<file path="src/rtl/mat_result_drain_pkg.sv">
// Shared types and constants for the matrix result drain path.
package mat_result_drain_pkg;

    localparam int MSB        = 32;
    localparam int SKID_DEPTH = 2;

    typedef enum logic [1:0] {DRN_IDLE, DRN_READ, DRN_FLUSH, DRN_DONE} drain_state_t;

    function automatic int clog2_min1(input int n);
        return (n > 1) ? $clog2(n) : 1;
    endfunction

    localparam int SKID_CW = clog2_min1(SKID_DEPTH + 1);
    localparam int SKID_PW = clog2_min1(SKID_DEPTH);

endpackage

</file>
<file path="src/rtl/mat_drain_skid.sv">
// 2-entry {last, data} FIFO with fall-through: when empty, the pushed word is presented
// on the out side in the same cycle, so read data reaches the consumer with no extra stage.
module mat_drain_skid
    import mat_result_drain_pkg::*;
#(
    parameter int DW = MSB
) (
    input  logic               clk,
    input  logic               rst,
    input  logic               i_push,
    input  logic [DW-1:0]      i_push_data,
    input  logic               i_push_last,
    output logic               o_out_valid,
    output logic [DW-1:0]      o_out_data,
    output logic               o_out_last,
    input  logic               i_out_ready,
    output logic [SKID_CW-1:0] o_count,
    output logic               o_full,
    output logic               o_empty
);

    logic [DW:0]          r_mem [SKID_DEPTH];
    logic [SKID_PW-1:0]   r_wr_ptr;
    logic [SKID_PW-1:0]   r_rd_ptr;
    logic [SKID_CW-1:0]   r_count;

    logic                 w_wr;
    logic                 w_rd;
    logic [DW:0]          w_sel;

    assign o_empty     = (r_count == '0);
    assign o_full      = (r_count == SKID_CW'(SKID_DEPTH));
    assign o_count     = r_count;
    assign o_out_valid = !o_empty || i_push;
    assign w_sel       = o_empty ? {i_push_last, i_push_data} : r_mem[r_rd_ptr];
    assign {o_out_last, o_out_data} = o_out_valid ? w_sel : '0;

    // A push that is consumed straight through the bypass never touches storage.
    assign w_wr = i_push && !(o_empty && i_out_ready);
    assign w_rd = !o_empty && i_out_ready;

    always_ff @(posedge clk) begin
        if (rst) begin
            r_wr_ptr <= '0;
            r_rd_ptr <= '0;
            r_count  <= '0;
            for (int i = 0; i < SKID_DEPTH; i++) r_mem[i] <= '0;
        end else begin
            if (w_wr) begin
                r_mem[r_wr_ptr] <= {i_push_last, i_push_data};
                r_wr_ptr        <= r_wr_ptr + 1'b1;
            end
            if (w_rd) r_rd_ptr <= r_rd_ptr + 1'b1;
            case ({w_wr, w_rd})
                2'b10:   r_count <= r_count + 1'b1;
                2'b01:   r_count <= r_count - 1'b1;
                default: r_count <= r_count;
            endcase
        end
    end

endmodule

</file>
<file path="src/rtl/mat_result_drain.sv">
// Drains a ROWS x COLS result matrix from a 1-cycle synchronous buffer onto a valid/ready stream.
// Define MAT_DRAIN_TRANSPOSE_EN to read column-major (transposed stream); default is row-major.
module mat_result_drain
    import mat_result_drain_pkg::*;
#(
    parameter int ROWS = 4,
    parameter int COLS = 4,
    parameter int AW   = clog2_min1(ROWS * COLS),
    parameter int DW   = MSB
) (
    input  logic          clk,
    input  logic          rst,
    input  logic          start,
    output logic          busy,
    output logic          done,
    output logic          rd_en,
    output logic [AW-1:0] rd_addr,
    input  logic [DW-1:0] rd_data,
    output logic [DW-1:0] out_data,
    output logic          out_valid,
    input  logic          out_ready,
    output logic          out_last
);

    localparam int RW  = clog2_min1(ROWS);
    localparam int CLW = clog2_min1(COLS);
    localparam logic [RW-1:0]  ROW_MAX = RW'(ROWS - 1);
    localparam logic [CLW-1:0] COL_MAX = CLW'(COLS - 1);

    drain_state_t       r_state, w_state_nxt;
    logic [RW-1:0]      r_row;
    logic [CLW-1:0]     r_col;
    logic               r_inflight;
    logic               r_inflight_last;

    logic [SKID_CW-1:0] w_skid_count;
    logic               w_skid_full;
    logic               w_skid_empty;
    logic [SKID_CW:0]   w_occ;
    logic               w_last_rd;
    logic               w_pop;

    assign w_last_rd = (r_row == ROW_MAX) && (r_col == COL_MAX);
    assign w_occ     = {1'b0, w_skid_count} + {{SKID_CW{1'b0}}, r_inflight};
    assign w_pop     = out_valid && out_ready;
    assign rd_addr   = AW'(r_row) * AW'(COLS) + AW'(r_col);

    mat_drain_skid #(.DW(DW)) u_skid (
        .clk         (clk),
        .rst         (rst),
        .i_push      (r_inflight),
        .i_push_data (rd_data),
        .i_push_last (r_inflight_last),
        .o_out_valid (out_valid),
        .o_out_data  (out_data),
        .o_out_last  (out_last),
        .i_out_ready (out_ready),
        .o_count     (w_skid_count),
        .o_full      (w_skid_full),
        .o_empty     (w_skid_empty)
    );

    always_comb begin
        w_state_nxt = r_state;
        rd_en       = 1'b0;
        busy        = 1'b0;
        done        = 1'b0;
        case (r_state)
            DRN_IDLE:  if (start) w_state_nxt = DRN_READ;
            DRN_READ: begin
                busy = 1'b1;
                // Reads outstanding never exceed skid capacity, so stalled data always has a home.
                rd_en = (w_occ < (SKID_CW + 1)'(SKID_DEPTH)) && !w_skid_full;
                if (rd_en && w_last_rd) w_state_nxt = DRN_FLUSH;
            end
            DRN_FLUSH: begin
                busy = 1'b1;
                if ((w_pop && out_last) || (w_skid_empty && !r_inflight)) w_state_nxt = DRN_DONE;
            end
            DRN_DONE: begin
                done        = 1'b1;
                w_state_nxt = DRN_IDLE;
            end
            default:   w_state_nxt = DRN_IDLE;
        endcase
    end

    always_ff @(posedge clk) begin
        if (rst) begin
            r_state         <= DRN_IDLE;
            r_inflight      <= 1'b0;
            r_inflight_last <= 1'b0;
        end else begin
            r_state         <= w_state_nxt;
            r_inflight      <= rd_en;
            r_inflight_last <= rd_en && w_last_rd;
        end
    end

    always_ff @(posedge clk) begin
        if (rst || (r_state == DRN_IDLE)) begin
            r_row <= '0;
            r_col <= '0;
        end else if (rd_en) begin
`ifdef MAT_DRAIN_TRANSPOSE_EN
            if (r_row == ROW_MAX) begin
                r_row <= '0;
                r_col <= (r_col == COL_MAX) ? '0 : r_col + 1'b1;
            end else begin
                r_row <= r_row + 1'b1;
            end
`else
            if (r_col == COL_MAX) begin
                r_col <= '0;
                r_row <= (r_row == ROW_MAX) ? '0 : r_row + 1'b1;
            end else begin
                r_col <= r_col + 1'b1;
            end
`endif
        end
    end

endmodule

</file>
<file path="config.mk">
export PLATFORM = sky130hd
export DESIGN_NAME = mat_result_drain
export DESIGN_NICKNAME = d
export VERILOG_FILES = /design/src/rtl/mat_result_drain_pkg.sv /design/src/rtl/mat_drain_skid.sv /design/src/rtl/mat_result_drain.sv
export SDC_FILE = /design/constraint.sdc
export NUM_CORES = 1
export LEC_CHECK = 0
export BUFFER_PORTS_ARGS = -buffer_cell sky130_fd_sc_hd__buf_2
export CELL_PAD_IN_SITES_DETAIL_PLACEMENT = 1
export CELL_PAD_IN_SITES_GLOBAL_PLACEMENT = 1
export CORE_MARGIN = 1
export CORE_UTILIZATION = 39
export CTS_CLUSTER_DIAMETER = 100
export DETAILED_ROUTE_END_ITERATION = 8
export PLACE_DENSITY = 0.73
export SLEW_MARGIN = 40
export SYNTH_ARGS = -nofsm -noshare
export SYNTH_HDL_FRONTEND = slang
export SYNTH_HIERARCHICAL = 1
export SYNTH_SLANG_ARGS = --single-unit
</file>
<file path="constraint.sdc">
create_clock -name clk -period 2.6 [get_ports clk]
set_input_delay 0.52 -clock clk [delete_from_list [all_inputs] [get_ports clk]]
set_output_delay 0.52 -clock clk [all_outputs]
set_load 0.05 [all_outputs]
</file>
==> After elaboration in Yosys (flattened, before gate mapping) <==
Memories as Yosys holds them, arrays and structs flattened. A register that Yosys moved wholly into a read port is not among the register bits.
Cells that the tools add are included.
{ "totals": {"regBits": 12, "out_inout_bits": 41, "mem_bits_rw": 66, "memories": 1, "inputBits": 36} }
{ "classes": {"reduce_logical": 24, "addsub": 8, "muxes": 22, "n_eq_ne": 11, "magnitude_cmp": 1} }
{ "memory_table": {"columns": ["memory", "depth", "width", "read_ports", "rd_clocked_by_memory_dff", "write_ports", "line_no", "source"], "rows": [
  ["u_skid.r_mem", 2, 33, 1, 1, 2, "mat_drain_skid.sv:22", "logic [DW:0] r_mem [SKID_DEPTH];"]
]} }
{ "op_table": {"columns": ["operator", "count"], "rows": [
  ["$mux 33", 3],
  ["$reduce_or 33->1", 1],
  ["$eq 2x2->1 const B", 6],
  ["$mux 1", 12],
  ["$logic_and 1x1->1", 10],
  ["$mux 2", 5],
  ["$pmux 2 s4", 1],
  ["$add 2x1->2 const B", 3],
  ["$ne 2x2->1 const B", 3],
  ["$add 4x2->4", 1],
  ["$eq 2x1->1 const B", 2],
  ["$logic_not 1->1", 4],
  ["$logic_not 2->1", 2],
  ["$pmux 2 s2", 1],
  ["$add 2x1->3", 1],
  ["$logic_or 1x1->1", 3],
  ["$lt 3x2->1 const B", 1],
  ["$reduce_and 3->1", 1],
  ["$add 1x1->1 const B", 2],
  ["$reduce_and 2->1", 1],
  ["$reduce_bool 2->1", 1],
  ["$reduce_or 2->1", 1],
  ["$sub 2x1->2 const B", 1]
]} }

==> Depth between registers and ports, before layout <==
Gate-level depths: netlist of run 1.
{ "depth": {"depth_word": 9, "mapped_depth": 8, "mapped_depth_nobuf": 7} }

==> Modules after synthesis <==
Netlist of run 1, hierarchy kept.
{ "by_module_without_submodules": {"columns": ["module", "instances", "cells_each", "seq_area_each_um2", "area_per_inst_um2"], "rows": [
  ["mat_drain_skid", 1, 282, 2082.0, 3424.5],
  ["mat_result_drain", 1, 45, 160.2, 439.2]
]} }

==> Least setup slack after synthesis of run 1 <==
OpenSTA, ideal clock, no wires.
{ "synth_timing": {"path_kind": "reg-to-reg", "start": "reg with a tool-made name", "end": "reg r_state[0]", "required_time_ns": 2.480, "stages_incl_launch_ff": 9, "arrival_ns": 2.812, "slack_ns": -0.332, "path_buffers": 2, "period_less_slack_ns": 2.932, "cell_sequence": "dfxtp_1 > clkbuf_1 > buf_2 > mux2i_1 > o21ai_0 > nand3_1 > and3_1 > a221o_1 > mux2i_1"} }
{ "synth_lines": {"columns": ["element", "line_no", "source"], "rows": [
  ["end signal, assigned", "mat_result_drain.sv:94", "r_state <= w_state_nxt;"],
  ["end, declared", "mat_result_drain.sv:30", "drain_state_t r_state, w_state_nxt;"]
]} }

==> Worst setup path after layout of run 1 <==
{ "layout_timing": {"start": "reg u_skid.r_count[0] (netlist: u_skid/o_count[0])", "end": "out out_last"} }
{ "layout_via": {"elab_chain_cells": 4, "elab_cells_between_ends": 5, "classes_between": "2 x mux; 3 x reduce/logical"} }
{ "layout_lines": {"columns": ["element", "line_no", "source"], "rows": [
  ["start, declared", "mat_drain_skid.sv:25", "logic [SKID_CW-1:0] r_count;"],
  ["start signal, assigned", "mat_drain_skid.sv:55", "2'b10: r_count <= r_count + 1'b1;"],
  ["start signal, assigned", "mat_drain_skid.sv:56", "2'b01: r_count <= r_count - 1'b1;"],
  ["start signal, assigned", "mat_drain_skid.sv:57", "default: r_count <= r_count;"],
  ["$logic_not 2->1 *", "mat_drain_skid.sv:31", "assign o_empty = (r_count == '0);"],
  ["via w_skid_empty", "mat_result_drain.sv:38", "logic w_skid_empty;"],
  ["$logic_not 1->1", "mat_drain_skid.sv:34", "assign o_out_valid = !o_empty || i_push;"],
  ["$logic_or 1x1->1", "mat_drain_skid.sv:34", null],
  ["$mux 33 *", "mat_drain_skid.sv:36", "assign {o_out_last, o_out_data} = o_out_valid ? w_sel : '0;"],
  ["end, declared", "mat_result_drain.sv:22", "output logic out_last"]
]} }
The timed path passes the listed nets; every way through them passes the cells marked *.

==> impl_metrics.yaml, run 1 <==
run_status:
  outcome: "finished clean"
timing:
  clock.fmax_ghz: 0.4183
  timing_worst_slew_pin_value_ns: 0.5404
  timing.final.hold_violations: 0
  slew_headroom_pct: 63.97
  finalSetupTns_ns: 0
  period_needed_ns: 2.390
  final_min_period_over_clock_period_pct: 91.94
  finClkSkew_ns: 0.007568
  final_max_slew_viol_count: 0
  rsz0062_at_grt: "false"
  setup_viol: 0
route:
  route.detailed.drc: 0
  viasPerCell: 5.102
  detailed_route_wire_length_per_cell_microns: 16.47
  vias: 2750
  wirelength_mm: 8.879
  first_pass_iters: 4
  drt.antenna.violating_nets: 0
  detailedRoute.firstIterationViolations: 106
setup_path:
  path_max_fanout: 11
  crit_path_arrival_time_ns: 1.87
  required_ns: 2.08
  worst-setup-path-type: "flop to primary output"
  critical_path.endpoint_type: "primary output"
  cp-start-kind: "flop"
synth:
  ys_seq_area_share_pct: 58.03
  mappedNetlistArea_sq_um: 3864
  dominantRegCellSynth: "sky130_fd_sc_hd__edfxtp_1"
  ys_seq_elements: 79
  synthDominantAreaCellType: "sky130_fd_sc_hd__edfxtp_1"
  postSynthCellCount: 327
  yosysWarningCount: 6
  synth-edff-count: 66
  synth_common_cells: "66 x sky130_fd_sc_hd__and2_1, 66 x sky130_fd_sc_hd__edfxtp_1, 37 x sky130_fd_sc_hd__mux2i_1"
  synth_area_per_cell_sq_um: 11.82
  number_of_distinct_standard_cells_referenced_by_the_synthesized_netlist: 28
  yosys.area.top_type_share_pct: 51.30
  postSynth.asyncResetShare_pct: 0
  synth_area_leaders: "sky130_fd_sc_hd__edfxtp_1 51%, sky130_fd_sc_hd__and2_1 11%, sky130_fd_sc_hd__mux2i_1 9.6%, sky130_fd_sc_hd__dfxtp_1 6.7%, sky130_fd_sc_hd__nand3_1 4.7%"
  synth_nets: 370
clock_network:
  numCtsBuffers: 9
  htree_num_levels: 3
  post_cts_resize_count: 0
  cts_tree: "yes"
  ctsHoldBuffers: 0
  clkTransAtPathRegs_ns: 0.08
  cts.repair_timing.setup_buffer_count: 0
  clock_latency_ns: 0.34
  cts_max_path_buffers: 2
  ctsRootBufferMaster: "sky130_fd_sc_hd__clkbuf_8"
  sinks_on_the_clock_net: 79
pwr:
  ir_worst_vdd_uv: 461.1
  power.share.sequential_pct: 34.3
  clkPwrFrac_pct: 23.6
  sw_frac_of_total_pct: 41.81
  report.power.total_mw: 4.598
  power_frac_comb_pct: 42.0
  internal_power_mw: 2.675
  switchingPower_mw: 1.922
  p_per_area_nw_per_um2: 981.7
  power.static_leakage_nw: 1.882
floorplan:
  floorplan.die_area_sq_um: 10310
  floorplan.io_pins: 77
  core.rowCount: 35
  area_inside_the_core_boundary_sq_um: 9415
  dieWidth_microns: 101.5
  fp.dieH_microns: 101.5
  floorplan.initialDensity_pct: 41.04
global_route:
  antenna_found_initial: 0
  grt_use_met2_pct: 30.72
  met1_use_gr_pct: 24.14
  grt_start_max_net_pins: 37
  first_global_vias: 2835
  use_met3_pct: 3.037
  global_route.peak_usage_layer: "met2"
  grt_first_pass_wirelength_mm: 14.32
  grt_overflow_total: 0
  total_routing_usage_gr_pct: 18.57
placed_design:
  place.port_buffers: 76
  dp.final_hpwl_mm: 6.108
  finalWeightedCongestion: 0.7380
cells_and_area:
  final_layout_size_suffix_gt1_share_pct: 27.32
  final_net_count: 448
  synthToLayoutAreaGrowth_pct: 21.21
  antenna_diode_count: 0
run:
  cap_violations: 0
min_path:
  timing.hold.worst.class: "primary input to flop"
[worst paths after layout]
kind | from | to | slack, ns | depth (start not counted)
max | u_skid/o_count[0]$_SDFFE_PP0P_ | out_last | 0.21 | 5
min | rd_data[26] | u_skid/r_mem[0][26]$_SDFFCE_PN0P_ | 0.48 | 2
max reg2reg | u_skid/o_count[0]$_SDFFE_PP0P_ | u_skid/r_mem[1][10]$_SDFFCE_PN0P_ | 0.48 | 5
min reg2reg | r_col[0]$_SDFFE_PP0P_ | r_col[0]$_SDFFE_PP0P_ | 0.52 | 2
[routing by layer]
metal / part of all wire [%] / vias to the layer above
li1: - / 1323
met1: 46 / 1357
met2: 49 / 59
met3: 3.1 / 11
met4: 1.5 / 0
met5: 0 / -
[metrics by stage]
| step | std cells | hold slack [ns] | area [sq um] | worst slack, ns | util [%] |
|---|---|---|---|---|---|
| finish | 539 | 0.4759 | 4683 | 0.2095 | 49.74 |
| global route | 539 | 0.4672 | 4683 | 0.09629 | 49.74 |
| CTS | 537 | 0.4640 | 4668 | 0.06421 | 49.58 |
| detailed placement | 521 | 0.5230 | 4429 | 0.4535 | 47.04 |
| global placement | 520 | 0.4839 | 4414 | 0.5216 | 46.88 |
| floorplan | 327 | 0.4725 | 3867 | 0.07701 | - |
[cell type report]
cell class	instances	area (sq um)
fillers	1036	4732
flip-flops and latches	79	2243
clock inverters	4	93.84
clock buffers	12	145.1
multi-input cells	219	1524
well taps	129	161.4
inverters	6	22.52
repair buffers	90	493.0
[sequential cells by signal, summed over array words and instances (netlist names), named ones only]
register / cells
u_skid/r_mem: 66
r_inflight: 1
u_skid/r_wr_ptr: 1
r_row: 2
u_skid/o_count: 2
r_state: 2
r_inflight_last: 1
u_skid/r_rd_ptr: 1
r_col: 2
[layout by cell type, fill, tap and decap left out]
| cell | count |
|---|---|
| sky130_fd_sc_hd__mux2i_1 | 37 |
| sky130_fd_sc_hd__or2_2 | 1 |
| sky130_fd_sc_hd__o21bai_1 | 1 |
| sky130_fd_sc_hd__nand2b_1 | 4 |
| sky130_fd_sc_hd__and2_1 | 66 |
| sky130_fd_sc_hd__or3_1 | 3 |
| sky130_fd_sc_hd__nor2_4 | 1 |
| sky130_fd_sc_hd__ha_1 | 7 |
| sky130_fd_sc_hd__buf_4 | 13 |
| sky130_fd_sc_hd__bufinv_16 | 3 |
| sky130_fd_sc_hd__nor2_1 | 4 |
| sky130_fd_sc_hd__xnor2_1 | 1 |
| sky130_fd_sc_hd__a21oi_1 | 1 |
| sky130_fd_sc_hd__buf_2 | 76 |
| sky130_fd_sc_hd__o21ai_1 | 1 |
| sky130_fd_sc_hd__o21bai_4 | 1 |
| sky130_fd_sc_hd__clkbuf_1 | 2 |
| sky130_fd_sc_hd__a211oi_4 | 1 |
| sky130_fd_sc_hd__nor3_1 | 2 |
| sky130_fd_sc_hd__and3_1 | 2 |
| sky130_fd_sc_hd__a221o_1 | 1 |
| sky130_fd_sc_hd__dfxtp_1 | 12 |
| sky130_fd_sc_hd__edfxtp_1 | 66 |
| sky130_fd_sc_hd__nand2_1 | 5 |
| sky130_fd_sc_hd__dfxtp_2 | 1 |
| sky130_fd_sc_hd__nor2b_1 | 2 |
| sky130_fd_sc_hd__a211oi_2 | 3 |
| sky130_fd_sc_hd__o21ai_0 | 34 |
| sky130_fd_sc_hd__inv_1 | 6 |
| sky130_fd_sc_hd__clkbuf_8 | 10 |
| sky130_fd_sc_hd__xor2_1 | 2 |
| sky130_fd_sc_hd__a21o_1 | 2 |
| sky130_fd_sc_hd__a2111oi_4 | 1 |
| sky130_fd_sc_hd__buf_8 | 1 |
| sky130_fd_sc_hd__nand3_1 | 36 |
| sky130_fd_sc_hd__clkinv_1 | 1 |
[critical path, cell delays in order, from the launching register on]
cell                      delay, ns
sky130_fd_sc_hd__dfxtp_1       0.40
sky130_fd_sc_hd__nor2_4        0.30
sky130_fd_sc_hd__buf_4         0.23
sky130_fd_sc_hd__nand3_1       0.09
sky130_fd_sc_hd__o21ai_1       0.19
sky130_fd_sc_hd__buf_2         0.32
[power by group through the flow]
stage               clock network (mW)  registers (mW)  logic, mW
floorplan                            0            1.59       1.46
global placement                     0            1.60       1.88
detailed placement                   0            1.61       1.91
CTS                               1.11            1.58       1.92
global route                      1.16            1.59       2.07
finish                            1.09            1.58       1.93
[logic make-up after synthesis]
| group | share of synthesized area (%) |
|---|---|
| simple gates | 18.59 |
| buf+inv | 3.141 |
| flops | 58.03 |
| compound gates | 7.707 |
| mux | 9.586 |
| fa+ha+maj | 2.267 |
| xor+xnor | 0.6802 |
(Power assumes the default switching activity.)
==> run 2: changes to the inputs <==
--- a/config.mk
+++ b/config.mk
@@ -5,13 +5,13 @@
 export SDC_FILE = /design/constraint.sdc
 export NUM_CORES = 1
 export LEC_CHECK = 0
-export BUFFER_PORTS_ARGS = -buffer_cell sky130_fd_sc_hd__buf_2
 export CELL_PAD_IN_SITES_DETAIL_PLACEMENT = 1
 export CELL_PAD_IN_SITES_GLOBAL_PLACEMENT = 1
 export CORE_MARGIN = 1
-export CORE_UTILIZATION = 39
+export CORE_UTILIZATION = 45
 export CTS_CLUSTER_DIAMETER = 100
 export DETAILED_ROUTE_END_ITERATION = 8
+export DONT_BUFFER_PORTS = 1
 export PLACE_DENSITY = 0.73
 export SLEW_MARGIN = 40
 export SYNTH_ARGS = -nofsm -noshare
==> impl_metrics.yaml, run 2 (same netlist as run 1, synthesis figures left out) <==
placed_design:
  place.port_buffers: 0
  place.detailed.instances: 453
  finalWeightedCongestion: 0.7346
  dp.final_hpwl_mm: 5.784
setup_path:
  worst-setup-path-type: "flop to primary output"
  worstReg2RegStart: "u_skid/o_count[0]$_SDFFE_PP0P_"
  crit_path_arrival_time_ns: 1.82
  critical_path.endpoint_type: "primary output"
  startpoint: "u_skid/o_count[0]$_SDFFE_PP0P_"
  path_max_fanout: 6
  required_ns: 2.08
  cp-start-kind: "flop"
pwr:
  p_per_area_nw_per_um2: 987.7
  clkPwrFrac_pct: 18.4
  ir_worst_vdd_uv: 612.0
  power_frac_comb_pct: 45.3
  switchingPower_mw: 1.969
  internal_power_mw: 2.445
  report.power.total_mw: 4.414
  sw_frac_of_total_pct: 44.61
  power.static_leakage_nw: 1.660
  power.share.sequential_pct: 36.2
cells_and_area:
  registers.top_by_ff_count: "u_skid/r_mem"
  final_net_count: 402
  mostFrequentLayoutCells: "66 x sky130_fd_sc_hd__and2_1, 66 x sky130_fd_sc_hd__edfxtp_1, 41 x sky130_fd_sc_hd__buf_4, 37 x sky130_fd_sc_hd__mux2i_1, 36 x sky130_fd_sc_hd__nand3_1"
  final_core_util_pct: 54.12
  synthToLayoutAreaGrowth_pct: 15.67
  final_layout_size_suffix_gt1_share_pct: 18.68
  largest_register_ff_count: 66
  antenna_diode_count: 0
  layoutNonFillerInstCount: 469
route:
  routed.top_layer: "met4"
  detailed_route_wire_length_per_cell_microns: 18.62
  wirelength_mm: 8.731
  viasPerCell: 5.544
  m1_wire_length_mm: 3.832
  detailroute.wirelength.met2_mm: 4.258
  drt.antenna.violating_nets: 0
  vias: 2600
  met3RoutedLength_microns: 522
  detailedRoute.firstIterationViolations: 98
  first_pass_iters: 4
  route.detailed.drc: 0
clock_network:
  htree_num_levels: 3
  sinks_on_the_clock_net: 79
  clock_latency_ns: 0.36
  cts_tree: "yes"
  ctsRootBufferMaster: "sky130_fd_sc_hd__clkbuf_8"
  cts.repair_timing.setup_buffer_count: 0
  clkTransAtPathRegs_ns: 0.08
  numCtsBuffers: 9
  post_cts_resize_count: 0
  cts_max_path_buffers: 2
  ctsHoldBuffers: 0
global_route:
  first_global_vias: 2729
  grt_first_pass_wirelength_mm: 14.00
  grt_overflow_total: 0
  grt_start_max_net_pins: 71
  antenna_found_initial: 0
  total_routing_usage_gr_pct: 21.17
timing:
  period_needed_ns: 2.343
  timing_worst_slew_pin_value_ns: 0.5611
  clock.fmax_ghz: 0.4267
  hold-worst-slack_ns: 0.2179
  finClkSkew_ns: 0.01033
  timing.final.hold_violations: 0
  rsz0062_at_grt: "false"
  final_max_slew_viol_count: 0
  finalSetupTns_ns: 0
  slew_headroom_pct: 62.54
  final_min_period_over_clock_period_pct: 90.13
  setup_viol: 0
min_path:
  timing.hold.worst.class: "primary input to flop"
  hold_path.startpoint: "rst"
floorplan:
  floorplan.die_area_sq_um: 8961
  floorplan.io_pins: 77
  dieWidth_microns: 94.66
  area_inside_the_core_boundary_sq_um: 8258
  floorplan.initialDensity_pct: 46.79
  fp.dieH_microns: 94.66
  core.rowCount: 33
run:
  cap_violations: 0
run_status:
  outcome: "finished clean"
## run 2: critical path, cell delays in order (launching register included)
cell and delay, ns:
sky130_fd_sc_hd__dfxtp_1 0.52, sky130_fd_sc_hd__nor2b_1 0.12, sky130_fd_sc_hd__a211oi_2 0.27, sky130_fd_sc_hd__nand2_1 0.20, sky130_fd_sc_hd__inv_1 0.36
## run 2: power by group through the flow
stage          Sequential, mW  Clock (mW)  Combinational (mW)
2_1_floorplan            1.59           0                1.46
3_3_place_gp             1.62           0                1.98
3_5_place_dp             1.63           0                2.02
4_1_cts                  1.60       0.838                2.02
5_1_grt                  1.62       0.890                2.13
6_report                 1.60       0.814                2.00
## run 2: final timing paths
check                                                      end  slack (ns)  cells past startpoint
worst max-delay path                                     rd_en        0.26                      4
worst min-delay path                     r_col[0]$_SDFFE_PP0P_        0.22                      1
worst max register to register  u_skid/o_count[1]$_SDFFE_PP0P_        0.60                      6
worst min register to register                            flop        0.53                      2
## run 2: area by class of cell
cell class / instances / area [sq um]
Multi-Input combinational cell: 219 / 1524
Clock inverter: 7 / 48.80
Inverter: 6 / 22.52
Sequential cell: 79 / 2243
Timing Repair Buffer: 44 / 375.4
Fill cell: 872 / 3789
Clock buffer: 9 / 123.9
Tap cell: 105 / 131.4
## run 2: stage by stage
step | instance area [sq um] | setup slack, ns
detailed placement | 4297 | 0.6033
floorplan | 3867 | 0.07701
finish | 4469 | 0.2565
global placement | 4269 | 0.6846
global route | 4469 | 0.1399
CTS | 4469 | 0.2427
## run 2: per-layer routing
metal,vias to the layer above,global-route usage [%]
li1,1236,-
met5,-,0
met4,0,7.576
met2,66,34.17
met3,10,6.280
met1,1288,26.95
==> run 3: changes to the inputs <==
--- a/config.mk
+++ b/config.mk
@@ -6,9 +6,9 @@
 export NUM_CORES = 1
 export LEC_CHECK = 0
 export CELL_PAD_IN_SITES_DETAIL_PLACEMENT = 1
-export CELL_PAD_IN_SITES_GLOBAL_PLACEMENT = 1
+export CELL_PAD_IN_SITES_GLOBAL_PLACEMENT = 2
 export CORE_MARGIN = 1
-export CORE_UTILIZATION = 45
+export CORE_UTILIZATION = 37
 export CTS_CLUSTER_DIAMETER = 100
 export DETAILED_ROUTE_END_ITERATION = 8
 export DONT_BUFFER_PORTS = 1
==> impl_metrics.yaml, run 3 (same netlist as run 1, synthesis figures left out) <==
timing:
  rsz0062_at_grt: "false"
  clock.fmax_ghz: 0.4351
  final_min_period_over_clock_period_pct: 88.40
  timing.final.hold_violations: 0
  period_needed_ns: 2.298
  setup_viol: 0
  finClkSkew_ns: 0.008529
  timing_worst_slew_pin_value_ns: 0.5679
  final_max_slew_viol_count: 0
  finalSetupTns_ns: 0
  slew_headroom_pct: 62.09
global_route:
  antenna_found_initial: 0
  total_routing_usage_gr_pct: 16.68
  grt_start_max_net_pins: 71
  grt_overflow_total: 0
  grt_first_pass_wirelength_mm: 13.71
  first_global_vias: 2672
pwr:
  p_per_area_nw_per_um2: 1060
  power.static_leakage_nw: 1.717
  switchingPower_mw: 1.953
  report.power.total_mw: 4.888
  clkPwrFrac_pct: 26.6
  internal_power_mw: 2.935
  power.share.sequential_pct: 33.3
  ir_worst_vdd_uv: 432.0
  power_frac_comb_pct: 40.1
  sw_frac_of_total_pct: 39.95
floorplan:
  floorplan.initialDensity_pct: 38.81
  floorplan.io_pins: 77
  area_inside_the_core_boundary_sq_um: 9955
  floorplan.die_area_sq_um: 10860
  fp.dieH_microns: 104.2
  dieWidth_microns: 104.2
  core.rowCount: 36
setup_path:
  required_ns: 2.08
  cp-start-kind: "flop"
  path_max_fanout: 6
  critical_path.endpoint_type: "primary output"
  crit_path_arrival_time_ns: 1.78
  reg2regPathDepth: 6
  rrSetupSlack_ns: 0.61
  worst-setup-path-type: "flop to primary output"
cells_and_area:
  mostFrequentLayoutCells: "66 x sky130_fd_sc_hd__and2_1, 66 x sky130_fd_sc_hd__edfxtp_1, 40 x sky130_fd_sc_hd__buf_4, 37 x sky130_fd_sc_hd__mux2i_1, 36 x sky130_fd_sc_hd__nand3_1"
  nFillCells: 1061
  synthToLayoutAreaGrowth_pct: 19.33
  largest_register_ff_count: 66
  finish.instance_area_sq_um: 4611
  final_layout_size_suffix_gt1_share_pct: 18.73
  registers.top_by_ff_count: "u_skid/r_mem"
  antenna_diode_count: 0
  final_net_count: 401
  register_area_sq_um: 2243
  multi_input_comb_area_sq_um: 1526
run:
  cap_violations: 0
route:
  route.detailed.drc: 0
  detailedRoute.firstIterationViolations: 117
  drt.antenna.violating_nets: 0
  first_pass_iters: 4
  wirelength_mm: 8.519
  vias: 2544
  viasPerCell: 5.129
  detailed_route_wire_length_per_cell_microns: 17.18
clock_network:
  htree_num_levels: 3
  clock_latency_ns: 0.35
  ctsHoldBuffers: 0
  cts_tree: "yes"
  clkTransAtPathRegs_ns: 0.08
  post_cts_resize_count: 0
  cts.repair_timing.setup_buffer_count: 0
  numCtsBuffers: 9
  cts_max_path_buffers: 2
  sinks_on_the_clock_net: 79
  ctsRootBufferMaster: "sky130_fd_sc_hd__clkbuf_8"
placed_design:
  finalWeightedCongestion: 0.7661
  postPlaceCellArea_sq_um: 4319
  dp.final_hpwl_mm: 5.622
  place.port_buffers: 0
min_path:
  hold-path-cell-count: 1
  timing.hold.worst.class: "primary input to flop"
run_status:
  outcome: "finished clean"
run 3: changes by cell type in the layout (fill, tap and decap cells not counted):
cell	change
sky130_fd_sc_hd__or2_2	-1
sky130_fd_sc_hd__clkinvlp_4	-3
sky130_fd_sc_hd__or2_4	+1
sky130_fd_sc_hd__bufinv_16	+5
sky130_fd_sc_hd__buf_16	-1
sky130_fd_sc_hd__clkinv_1	-1
sky130_fd_sc_hd__buf_12	+1
sky130_fd_sc_hd__clkinv_2	-1
sky130_fd_sc_hd__buf_4	-1
run 3: layer usage:
layer	track usage (%)	routed length [microns]	part of all wire, %
met2	28.43	4234	50
met1	20.15	3794	45
met5	0	0	0
met3	3.571	366	4.3
met4	7.653	124	1.5
run 3: layout make-up:
class | count | share of cell area [%]
sequential | 79 | 48.66
multi-input combinational | 219 | 33.11
timing repair buffer | 43 | 7.815
clock inverter | 7 | 3.636
tap | 133 | 3.609
clock buffer | 9 | 2.687
inverter | 6 | 0.4885
run 3: critical path, stage by stage, from the launching register on:
cell	delay [ns]
sky130_fd_sc_hd__dfxtp_1	0.52
sky130_fd_sc_hd__nor2b_1	0.11
sky130_fd_sc_hd__a211oi_2	0.26
sky130_fd_sc_hd__nand2_1	0.18
sky130_fd_sc_hd__inv_1	0.36
run 3: final timing paths:
check / endpoint / start
setup / recovery: rd_en / u_skid/o_count[0]$_SDFFE_PP0P_
hold / removal: r_col[0]$_SDFFE_PP0P_ / rst
setup reg to reg: u_skid/o_count[1]$_SDFFE_PP0P_ / u_skid/o_count[0]$_SDFFE_PP0P_
hold reg to reg: u_skid/r_rd_ptr$_SDFFE_PP0P_ / u_skid/r_rd_ptr$_SDFFE_PP0P_
run 3: stage by stage:
step	utilization (%)	hold WS (ns)	setup WS, ns	std cells
5_1_grt	46.32	0.1978	0.1748	496
3_5_place_dp	43.39	0.5112	0.6057	480
6_report	46.32	0.2258	0.3016	496
4_1_cts	46.32	0.2007	0.2542	496
2_1_floorplan	-	0.4725	0.07701	327
3_3_place_gp	43.36	0.4845	0.5429	480
run 3: power by group through the flow:
stage          clock, mW  sequential [mW]  combinational (mW)
6_report            1.30             1.63                1.96
2_1_floorplan          0             1.59                1.46
4_1_cts             1.34             1.63                1.99
5_1_grt             1.39             1.65                2.09
3_5_place_dp           0             1.66                1.99
3_3_place_gp           0             1.65                1.95
